[src/rtl/uart_tx_arbiter.sv]
// -----------------------------------------------------------------------------
// uart_tx_arbiter
//
// Shares one UART transmitter among N_REQ byte-stream requesters. Arbitration
// is round-robin and packet-atomic: once a requester is granted it owns the
// transmitter until a byte it sent with its "last" flag has been transmitted.
// A watchdog aborts a byte whose done pulse never arrives. The packet is then
// closed, and the rest of it competes again as a new packet.
//
// Parameters
//   N_REQ           number of requesters (2..8)
//   TIMEOUT_CYCLES  cycles to wait for done_tx_i after a start before aborting
//
// Ports
//   clk_i          clock
//   rst_i          synchronous, active-high reset
//   req_data_i     byte from requester i in bits [8i+7:8i]
//   req_vld_i      requester i presents a byte
//   req_last_i     requester i's byte is the last byte of its packet
//   req_rdy_o      requester i's byte is accepted this cycle (combinational)
//   byte_tx_o      byte to the transmitter
//   byte_tx_vld_o  one-cycle pulse: transmitter latches byte_tx_o
//   do_tx_o        one-cycle pulse: transmitter starts a frame
//   done_tx_i      one-cycle pulse from the transmitter at the end of the stop bit
//   grant_o        one-hot owner of the transmitter; zero when idle
//   busy_o         a packet is in progress
//   tx_timeout_o   one-cycle pulse when the watchdog aborts a byte
// -----------------------------------------------------------------------------
module uart_tx_arbiter #(
  parameter int N_REQ          = 4,
  parameter int TIMEOUT_CYCLES = 131072
) (
  input  logic               clk_i,
  input  logic               rst_i,
  input  logic [8*N_REQ-1:0] req_data_i,
  input  logic [N_REQ-1:0]   req_vld_i,
  input  logic [N_REQ-1:0]   req_last_i,
  output logic [N_REQ-1:0]   req_rdy_o,
  output logic [7:0]         byte_tx_o,
  output logic               byte_tx_vld_o,
  output logic               do_tx_o,
  input  logic               done_tx_i,
  output logic [N_REQ-1:0]   grant_o,
  output logic               busy_o,
  output logic               tx_timeout_o
);

  localparam int IW = (N_REQ > 1) ? $clog2(N_REQ) : 1;
  localparam int WW = $clog2(TIMEOUT_CYCLES + 1);

  // The counter is cleared on the start edge and counts once per WAIT cycle,
  // so reaching TIMEOUT_CYCLES-1 puts the abort pulse TIMEOUT_CYCLES cycles
  // after the do_tx_o pulse.
  localparam logic [WW-1:0] WD_EXPIRE = WW'(TIMEOUT_CYCLES - 1);
  localparam logic [WW-1:0] WD_MAX    = WW'(TIMEOUT_CYCLES);

  localparam logic [1:0] ST_ARB  = 2'd0;
  localparam logic [1:0] ST_SEND = 2'd1;
  localparam logic [1:0] ST_WAIT = 2'd2;

  logic [1:0]    state_q;
  logic [IW-1:0] rr_ptr_q;
  logic [IW-1:0] gidx_q;     // index of the current owner
  logic          last_q;     // byte in flight closes the packet
  logic [WW-1:0] wd_q;

  logic          win_found;
  logic [IW-1:0] win_idx;
  logic [IW-1:0] next_ptr;
  logic          accept;

  // ---------------------------------------------------------------------------
  // Round-robin search. Candidates are visited from the farthest offset down to
  // rr_ptr itself, so the last hit is the first valid requester at or after
  // rr_ptr going upwards with wrap-around.
  // ---------------------------------------------------------------------------
  always_comb begin : find_winner
    int            cand;
    logic [IW-1:0] cand_idx;
    // NOTE: every combinational output gets a default before any branch, so no
    // path leaves a value unassigned and no latch is inferred.
    win_found = 1'b0;
    win_idx   = '0;
    cand      = 0;
    cand_idx  = '0;
    for (int k = N_REQ - 1; k >= 0; k--) begin
      cand     = (int'(rr_ptr_q) + k) % N_REQ;
      cand_idx = IW'(cand);
      if (req_vld_i[cand_idx]) begin
        win_found = 1'b1;
        win_idx   = cand_idx;
      end
    end
  end

  // Search origin after the current owner's packet ends.
  assign next_ptr = (gidx_q == IW'(N_REQ - 1)) ? '0 : gidx_q + 1'b1;

  // Only the owner can be ready, and only while the arbiter is in SEND.
  always_comb begin
    req_rdy_o = '0;
    if (state_q == ST_SEND) begin
      req_rdy_o[gidx_q] = req_vld_i[gidx_q];
    end
  end

  assign accept = (state_q == ST_SEND) && req_vld_i[gidx_q];

  // ---------------------------------------------------------------------------
  // Control and output registers. The transmitter shares rst_i, so a reset in
  // any state simply drops the handshake in progress.
  // ---------------------------------------------------------------------------
  always_ff @(posedge clk_i) begin
    if (rst_i) begin
      // NOTE: sequential state always uses non-blocking assignments, so every
      // register in this block sees the pre-edge value of every other one.
      state_q       <= ST_ARB;
      rr_ptr_q      <= '0;
      gidx_q        <= '0;
      last_q        <= 1'b0;
      wd_q          <= '0;
      grant_o       <= '0;
      busy_o        <= 1'b0;
      byte_tx_o     <= 8'h00;
      byte_tx_vld_o <= 1'b0;
      do_tx_o       <= 1'b0;
      tx_timeout_o  <= 1'b0;
    end else begin
      // Pulses are high for exactly one cycle unless re-asserted below.
      byte_tx_vld_o <= 1'b0;
      do_tx_o       <= 1'b0;
      tx_timeout_o  <= 1'b0;

      case (state_q)
        ST_ARB: begin
          if (win_found) begin
            gidx_q  <= win_idx;
            grant_o <= N_REQ'(1) << win_idx;
            busy_o  <= 1'b1;
            state_q <= ST_SEND;
          end
        end

        ST_SEND: begin
          // A stalled owner keeps the grant; nobody else is served meanwhile.
          if (accept) begin
            byte_tx_o     <= req_data_i[8*gidx_q +: 8];
            byte_tx_vld_o <= 1'b1;
            do_tx_o       <= 1'b1;
            last_q        <= req_last_i[gidx_q];
            wd_q          <= '0;
            state_q       <= ST_WAIT;
          end
        end

        ST_WAIT: begin
          if (wd_q != WD_MAX) begin
            wd_q <= wd_q + 1'b1;
          end
          // done has priority over an expiry in the same cycle.
          if (done_tx_i) begin
            if (last_q) begin
              rr_ptr_q <= next_ptr;
              grant_o  <= '0;
              busy_o   <= 1'b0;
              state_q  <= ST_ARB;
            end else begin
              state_q  <= ST_SEND;
            end
          end else if (wd_q == WD_EXPIRE) begin
            tx_timeout_o <= 1'b1;
            rr_ptr_q     <= next_ptr;
            grant_o      <= '0;
            busy_o       <= 1'b0;
            state_q      <= ST_ARB;
          end
        end

        default: begin
          state_q <= ST_ARB;
          grant_o <= '0;
          busy_o  <= 1'b0;
        end
      endcase
    end
  end

endmodule

[config.mk]
export PLATFORM = sky130hd
export DESIGN_NAME = uart_tx_arbiter
export DESIGN_NICKNAME = d
export VERILOG_FILES = /design/src/rtl/uart_tx_arbiter.sv
export SDC_FILE = /design/constraint.sdc
export NUM_CORES = 1
export LEC_CHECK = 0
export ABC_AREA = 1
export CORE_MARGIN = 5
export CORE_UTILIZATION = 45
export CTS_CLUSTER_DIAMETER = 120
export DETAILED_ROUTE_END_ITERATION = 10
export DONT_BUFFER_PORTS = 1
export GPL_ROUTABILITY_DRIVEN = 0
export PLACE_DENSITY = 0.68
export SETUP_SLACK_MARGIN = 0.02
export SLEW_MARGIN = 25
export SYNTH_ARGS = -nofsm -noshare
export SYNTH_HDL_FRONTEND = slang
export SYNTH_SLANG_ARGS = --single-unit
[constraint.sdc]
create_clock -name clk_i -period 2.4 [get_ports clk_i]
set_input_delay 0.24 -clock clk_i [delete_from_list [all_inputs] [get_ports clk_i]]
set_output_delay 0.24 -clock clk_i [all_outputs]
set_load 0.1 [all_outputs]
Word level (Yosys, flattened, before mapping)
Cells that the tools add are included.
{"block": "classes", "magnitude_cmp": 6, "reduce_logical": 13, "n_eq_ne": 11, "bitwise": 3, "muxes": 48, "n_addsub": 5, "shifts": 2}
{"op": "$mux W18", "n": 2}
{"op": "$pmux W18 S2", "n": 1}
{"op": "$shiftx A32 B6 Y8", "n": 1}
{"op": "$mux W2", "n": 12}
{"op": "$mux W4", "n": 5}
{"op": "$add A18 B1 Y18 const B", "n": 1}
{"op": "$eq A18 B17 Y1 const B", "n": 1}
{"op": "$mux W1", "n": 18}
{"op": "$ne A18 B18 Y1 const B", "n": 1}
{"op": "$lt A2 B3 Y1 const B", "n": 5}
{"op": "$bmux W1 S2", "n": 6}
{"op": "$pmux W4 S3", "n": 1}
{"op": "$reduce_and A3 Y1", "n": 3}
{"op": "$ne A2 B2 Y1 const B", "n": 3}
{"op": "$ne A3 B3 Y1 const B", "n": 2}
{"op": "$pmux W2 S3", "n": 1}
{"op": "$add A2 B1 Y2 const B", "n": 2}
{"op": "$add A2 B2 Y2 const B", "n": 2}
{"op": "$and A4 B4 Y4", "n": 1}
{"op": "$eq A2 B2 Y1 const B", "n": 2}
{"op": "$reduce_and A2 Y1", "n": 2}
{"op": "$reduce_and A4 Y1", "n": 1}
{"op": "$reduce_bool A2 Y1", "n": 2}
{"op": "$shl A1 B2 Y4 const A", "n": 1}
{"op": "10 further kinds", "n": 12}
{"block": "totals", "regBits": 40, "out_inout_bits": 20, "word_cells": 98, "in_bits": 43}

Longest topological paths before layout
Gate-level depths: netlist of run 1.
{"block": "logic_depth", "ltp_word": 10, "depth_mapped": 13, "ltp_nobuf": 12}

Least setup slack after synthesis of run 1
Ideal clock, no wire load.
{"block": "synth_path", "path_kind": "register to output", "startpoint": "reg gidx_q[0]", "endpoint": "out req_rdy_o[0]", "required_ps": 2160, "arrival_ps": 2188, "slack_ps": -28, "n_path_buf": 1, "stages_incl_launch_ff": 6, "path_cell_list": "dfxtp_1 > inv_1 > buf_2 > ha_1 > nand2_1 > nor2_1"}
{"block": "synth_via", "elab_chain_cells": 6, "elab_cells_between_ends": 9, "classes_between": "order compare (2); mux (5); bitwise (1); reduce/logical (1)"}
{"item": "start: declaration", "line": "63", "source": "logic [IW-1:0] gidx_q;"}
{"item": "start signal: assignment", "line": "137", "source": "gidx_q <= win_idx;"}
{"item": "$lt A2 B3 Y1 (implied by the code) / $ge A2 B1 Y1 (equally long branches)", "line": "103", "source": "req_rdy_o[gidx_q] = req_vld_i[gidx_q];"}
{"item": "$logic_and A1 B1 Y1 (implied by the code)", "line": "103"}
{"item": "$mux W1 (implied by the code)", "line": "103"}
{"item": "$demux W1 S2", "line": "103"}
{"item": "$and A4 B4 Y4 (no line) (*)"}
{"item": "$mux W4 (*)", "line": "102", "source": "if (state_q == ST_SEND) begin"}
{"item": "end: declaration", "line": "38", "source": "output logic [N_REQ-1:0] req_rdy_o,"}
Mark *: on every way between the ends. The rest lies on a longest branch, timed or not. The select of a mux whose other input is x is not followed.

Final worst setup path of run 1
Ends and elaborated chain as after synthesis.

==> results of run 1 <==
[flip-flops by register name, indices dropped and copies added, names as in the netlist]
register / cells
tx_timeout_o: 1
last_q: 1
grant_o: 4
busy_o: 1
gidx_q: 2
do_tx_o: 1
state_q: 2
rr_ptr_q: 2
byte_tx_o: 8
wd_q: 18
[cell type report]
class / count / area (um^2) / share of cell area
clock inverter: 3 / 23.8 / 0.00829
timing repair buffer: 24 / 185 / 0.0646
tap: 72 / 90.1 / 0.0314
sequential: 40 / 802 / 0.280
multi-input combinational: 297 / 1530 / 0.533
inverter: 43 / 169 / 0.0589
clock buffer: 5 / 68.8 / 0.0240
[power by group through the flow]
stage / clock network, mW / logic [mW] / registers, mW
after floorplan: 0 / 0.491 / 1.02
after global placement: 0 / 0.875 / 0.778
after detailed placement: 0 / 0.882 / 0.780
after CTS: 0.472 / 0.889 / 0.765
after global routing: 0.513 / 0.965 / 0.775
final: 0.461 / 0.888 / 0.765
[cells in the final DEF, fill, tap and decap left out, drive strengths merged]
master,count
nand2,97
nor2,50
inv,42
dfxtp,40
nand3,38
a21oi,33
o21ai,31
buf,22
o22ai,9
a22o,9
nor3,8
ha,6
nand4,5
clkbuf,5
or2,5
xor2,3
nand3b,2
clkinvlp,2
dlygate4sd3,2
clkinv,2
nor4,1
[cells by family after synthesis]
logic type,after synthesis,share of synthesized area
AND/OR/NAND/NOR,206,0.369
AO/OA/AOI/OAI,82,0.184
buffers and inverters,55,0.0948
flip-flops,40,0.313
adder cells (fa/ha/maj),6,0.0293
XOR/XNOR,3,0.0103
[layer usage]
layer | vias up | wire [um] | GRT usage
met2 | 73 | 2880 | 0.276
met1 | 1136 | 2880 | 0.228
met5 | - | 0 | 0
met3 | 7 | 438 | 0.0505
met4 | 0 | 72 | 0.0446
li1 | 1336 | - | -
[final timing paths]
kind	start	endpoint	depth (start not counted)
setup / recovery	gidx_q[0]	req_rdy_o[0]	5
hold / removal	rst_i	wd_q[16]	1
setup reg to reg	wd_q[0]	rr_ptr_q[0]	8
hold reg to reg	busy_o	busy_o	2
[metrics by stage]
stage | util | instance area, um^2 | hold slack (ps)
finish | 0.521 | 2870 | 6.55
global route | 0.521 | 2870 | 3.16
CTS | 0.519 | 2860 | 3.52
detailed placement | 0.500 | 2750 | 310
global placement | 0.500 | 2750 | 308
floorplan | - | 2570 | 319
[timing repair]
item	in CTS	in global routing
hold buffers	1	1
hold endpoints to repair	11	6
setup buffers	0	0
==> run_results.csv, run 1 <==
group,metric,value,unit
outcome,status,"finished clean",
grt,grt_pass1_wl,10500,um
detailed_routing,viasPerCell,5.27,
power,switchingPower,964,uW
critical_path,crit_buf_inv,2,
placed_design,dp_hpwl,4710,um
synth,syn-num-nets,441,
timing,rsz0062_at_grt,"false",
critical_path,crit_path_end_kind,"output pin",
power,clock_power_share,0.218,
synth,syn_area,0.00256,mm^2
clock_tree,clkLatencyLatePin,300,ps
placed_design,preCtsSetupSlack,720,ps
synth,synth_seq_cells,40,
detailed_routing,drcViolationCount,0,
clock_tree,cts.repair.resized,0,
power,p_int,1.15,mW
placed_design,port_buffers,0,
synth,synth_area_per_cell,6.53,um^2
detailed_routing,first_pass_iters,4,
grt,grt_pass1_vias,2320,
timing,fin_skew,9.08,ps
clock_tree,clk_path_buf_depth,2,
timing,setup_viol_count_final,0,
power,cellPowerDensity,737,mW/mm^2
grt,grt_max_degree,22,
floorplanning,dieHeight,85.4,um
power,ir_worst_vdd,0.000524,V
power,switching_share,0.456,
synth,synth_edf_count,0,
synth,synth_area_leaders,"dfxtp_1 (31%), nand2_1 (13%), nor2_1 (6.9%)",
grt,grtUsageTotal,0.173,
synth,yosysSeqAreaShare,0.313,
synth,post-synth-top-count-cell,"nand2_1",
clock_tree,ctsRootBufferMaster,"clkbuf_8",
synth,synth_cells,392,
job,drv_cap,0,
timing,min_period,1970,ps
clock_tree,clk_pin_slew,90,ps
power,p_comb_frac,0.420,
critical_path,slowest_stage,"inv_1",
critical_path,critPathMaxStageDelay,410,ps
detailed_routing,vias,2552,
power,power.total,2.11,mW
timing,fmax,0.508,GHz
power,p_leak,1.20,nW
detailed_routing,antenna_left,0,
timing,finalSetupTns,0,ps
critical_path,crit_path_start_kind,"flop",
timing,final_hold_viol_count,0,
critical_path,r2r_setup_slack,710,ps
floorplanning,core,0.00551,mm^2
critical_path,critPathMaxFanout,20,
grt,antenna_found_initial,0,
timing,worst_slack,432,ps
timing,tightestPinTransition,552,ps
final_layout,area_delta_synth_final,11.9,%
floorplanning,rows,27,
floorplanning,start_util,0.465,
grt,gr-total-overflow,0,
critical_path,cp_top_family,"buffers and inverters",
detailed_routing,wl_per_cell,13.0,um
synth,synth-async-reset-ratio,0,
detailed_routing,first_iter_violations,175,
final_layout,n_antenna_cell,0,
placed_design,dpl.cell_count,474,
worst_hold_path,hp-class,"in -> reg",
final_layout,stdcell_count,484,
critical_path,critical_path_class,"reg -> out",
timing,final_max_slew_viol_count,0,
synth,synth.distinct_cells,33,
clock_tree,cts_tree,"done",
final_layout,n_fill_cell,556,
critical_path,cp.required,2160,ps
timing,min_period_over_period,0.820,
floorplanning,dieWidth,85.4,um
final_layout,nets,460,
power,seqPwrFrac,0.362,
floorplanning,ioPinCount,63,
critical_path,critical_path.cell_chain,"inv_1 -> ha_1 -> nand2_1 -> nor2_2 -> buf_4",
clock_tree,cts_made_buffers,5,
detailed_routing,wl,6270,um
synth,dominantRegCellSynth,"dfxtp_1",
synth,netlist.area_leader.share,0.313,
final_layout,drive_gt1_frac,0.165,
synth,yosysTopAreaCell,"dfxtp_1",
clock_tree,cts_max_level,2,
clock_tree,clock_sink_count,40,
floorplanning,die_area,0.00730,mm^2
timing,slew_headroom,0.629,
critical_path,arrival,1730,ps
synth,synth-warning-count,0,
synth,synthTopCellsByCount,"nand2_1 (86), nor2_1 (47), dfxtp_1 (40)",
No activity file was read; power rests on OpenSTA's default activity.
==> run 2, diff against run 1 <==
--- a/config.mk
+++ b/config.mk
@@ -5,7 +5,7 @@
 export SDC_FILE = /design/constraint.sdc
 export NUM_CORES = 1
 export LEC_CHECK = 0
-export ABC_AREA = 1
+export ABC_AREA = 0
 export CORE_MARGIN = 5
 export CORE_UTILIZATION = 45
 export CTS_CLUSTER_DIAMETER = 120
==> constraint.sdc (replaced) <==
create_clock -name clk_i -period 1.9 [get_ports clk_i]
set_input_delay 0.19 -clock clk_i [delete_from_list [all_inputs] [get_ports clk_i]]
set_output_delay 0.19 -clock clk_i [all_outputs]
set_load 0.1 [all_outputs]
==> run 2 against run 1 <==
The flow now finishes with violations (negative hold slack); utilization grew 7.8 points; combinational power shrank 44%; synthesized cell count shrank 37%; sequential power grew 15%; largest cell class unchanged; flip-flop and latch count is the same.
==> run_results.csv, run 2 <==
group,metric,value,unit
timing,min_period_over_period,0.993,
floorplanning,core,0.00479,mm^2
power,clock_power_share,0.276,
worst_hold_path,hold_end,"wd_q[1]",
detailed_routing,drcViolationCount,0,
detailed_routing,vias,1963,
critical_path,regToRegEndpoint,"wd_q[1]",
synth,synthTopCellsByCount,"dfxtp_1 (40), nand2_1 (29), a21oi_1 (25)",
outcome,violations,"negative hold slack",
placed_design,dp_hpwl,4150,um
synth,synth_seq_cells,40,
timing,fmax,0.530,GHz
critical_path,critPathMaxFanout,8,
final_layout,final_common_cell,"buf_4",
synth,syn-num-nets,297,
outcome,status,"finished with violations",
final_layout,n_antenna_cell,0,
timing,final_hold_viol_count,19,
clock_tree,cts_made_buffers,5,
worst_hold_path,hp-class,"in -> reg",
clock_tree,clock_sink_count,40,
floorplanning,die_area,0.00654,mm^2
power,cellPowerDensity,664,mW/mm^2
synth,synth_area_leaders,"dfxtp_1 (35%), mux4_2 (10%), a21oi_1 (5.5%)",
final_layout,area_delta_synth_final,26.8,%
floorplanning,dieWidth,80.8,um
final_layout,final_cell_area,0.00286,mm^2
synth,synth_cells,248,
floorplanning,rows,25,
synth,yosysSeqAreaShare,0.355,
detailed_routing,viasPerCell,5.58,
clock_tree,cts_tree,"done",
final_layout,final_core_util,0.598,
final_layout,largest-register,"wd_q",
synth,post-synth-top-count-cell,"dfxtp_1",
power,seqPwrFrac,0.465,
synth,netlist.area_leader.share,0.355,
clock_tree,cts_max_level,2,
final_layout,nets,334,
job,drv_cap,0,
final_layout,reg.largest.list,"wd_q x18, byte_tx_o x8, grant_o x4",
synth,yosysTopAreaCell,"dfxtp_1",
synth,synth_area_per_cell,9.11,um^2
placed_design,place_area,0.00257,mm^2
grt,antenna_found_initial,0,
timing,tightestPinTransition,546,ps
final_layout,drive_gt1_frac,0.379,
critical_path,r2r_setup_slack,10,ps
synth,synth-warning-count,0,
grt,grt_max_degree,26,
critical_path,r2r-start,"wd_q[1]",
power,p_int,1.28,mW
power,ir_worst_vdd,0.000481,V
critical_path,cp.required,2080,ps
worst_hold_path,worst_hold_startpoint,"rst_i",
timing,rsz0062_at_grt,"true",
synth,synth-async-reset-ratio,0,
floorplanning,start_util,0.472,
power,power.total,1.90,mW
detailed_routing,wl,5630,um
synth,dominantRegCellSynth,"dfxtp_1",
detailed_routing,wl_per_cell,16.0,um
worst_hold_path,holdPathStages,1,
critical_path,critical_path_class,"reg -> reg",
final_layout,largest_reg_flops,18,
timing,setup_viol_count_final,0,
timing,min_period,1890,ps
clock_tree,clk_path_buf_depth,2,
final_layout,mostFrequentLayoutCells,"buf_4 (39), dfxtp_1 (30), nand2_1 (29), a21oi_1 (19), nor2_1 (16)",
clock_tree,clkLatencyLatePin,290,ps
clock_tree,clk_pin_slew,70,ps
floorplanning,dieHeight,80.8,um
detailed_routing,antenna_left,0,
detailed_routing,first_pass_iters,4,
placed_design,port_buffers,0,
synth,synth.distinct_cells,55,
power,p_comb_frac,0.260,
critical_path,crit_path_end_kind,"flop",
critical_path,arrival,2070,ps
floorplanning,ioPinCount,63,
timing,slew_headroom,0.639,
grt,grt_pass1_vias,1901,
grt,gr-total-overflow,0,
power,switching_share,0.324,
timing,fin_skew,9.39,ps
grt,grt_pass1_wl,8710,um
critical_path,crit_path_start_kind,"flop",
timing,final_max_slew_viol_count,0,
synth,synth_edf_count,0,
critical_path,reg2reg_depth,8,
final_layout,n_fill_cell,404,
grt,grtUsageTotal,0.173,
power,switchingPower,617,uW
power,p_leak,1.05,nW
detailed_routing,first_iter_violations,119,
clock_tree,ctsRootBufferMaster,"clkbuf_8",
timing,whs,-41.3,ps
synth,syn_area,0.00226,mm^2
clock_tree,holdBufCountCts,2,
[run 2: worst max-delay path by stage]
stage                   start            to  slack (ps)
floorplan           gidx_q[0]  req_rdy_o[0]          10
global placement      wd_q[1]      wd_q[16]           2
detailed placement    wd_q[1]      wd_q[16]         -40
CTS                   wd_q[1]      wd_q[13]          30
global route          wd_q[8]      wd_q[17]        -100
finish                wd_q[1]       wd_q[1]          10
[run 2: per-stage QoR]
stage               worst slack (ps)  TNS [ps]  std cells
global route                    -102      -645        352
global placement                1.88         0        341
floorplan                       12.9         0        248
CTS                             25.1         0        350
detailed placement             -37.5     -37.5        341
finish                          14.2         0        352
[run 2: kinds of logic (layout without fill, tap and decap cells)]
group                      Yosys count  after routing  share of synthesized area
DFF                                 40             40                      0.355
buffers and inverters               28             65                     0.0654
AOI/OAI and AO/OA                   55             55                      0.163
xor gates and xnor gates             5              5                     0.0194
muxes                               14             14                      0.117
adders and majority gates            6              6                     0.0332
and+or+nand+nor                    100            100                      0.247
[run 2: what timing repair did]
item,CTS,global route
gates resized for setup,9,41
pin swaps,5,19
setup endpoints to repair,9,24
setup buffers,0,2
cloned,0,1
endpoints found under the hold margin,20,19
[run 2: routing by layer]
metal  GRT usage  wire length [um]  vias to the layer above
li1            -                 -                      977
met1       0.204              2290                      943
met2       0.296              3040                       38
met3      0.0532               237                        5
met4      0.0625                64                        0
met5           0                 0                        -
[run 2: area by class of cell]
cell class              instances  area (um^2)  share of cell area
inverters                      14         52.6              0.0183
clock buffers                   6         72.6              0.0253
repair buffers                 44          369               0.129
multi-input cells             180         1460               0.511
clock inverters                 1         5.00             0.00175
flip-flops and latches         40          818               0.286
well taps                      67         83.8              0.0293
[run 2: power groups by stage]
stage,Combinational [mW],Clock (mW),Sequential [mW]
6_report,0.494,0.524,0.883
5_1_grt,0.525,0.586,0.887
4_1_cts,0.477,0.548,0.886
3_5_place_dp,0.464,0,0.905
3_3_place_gp,0.461,0,0.904
2_1_floorplan,0.217,0,1.06
[run 2: worst max-delay path, cell delays in order, from the launching register on]
cell and delay, ps:
dfxtp_2 340, inv_2 70, ha_4 120, nor4b_4 170, nand4_1 170, o41ai_4 480
buf_12 180, mux2i_1 180, nor2_1 60
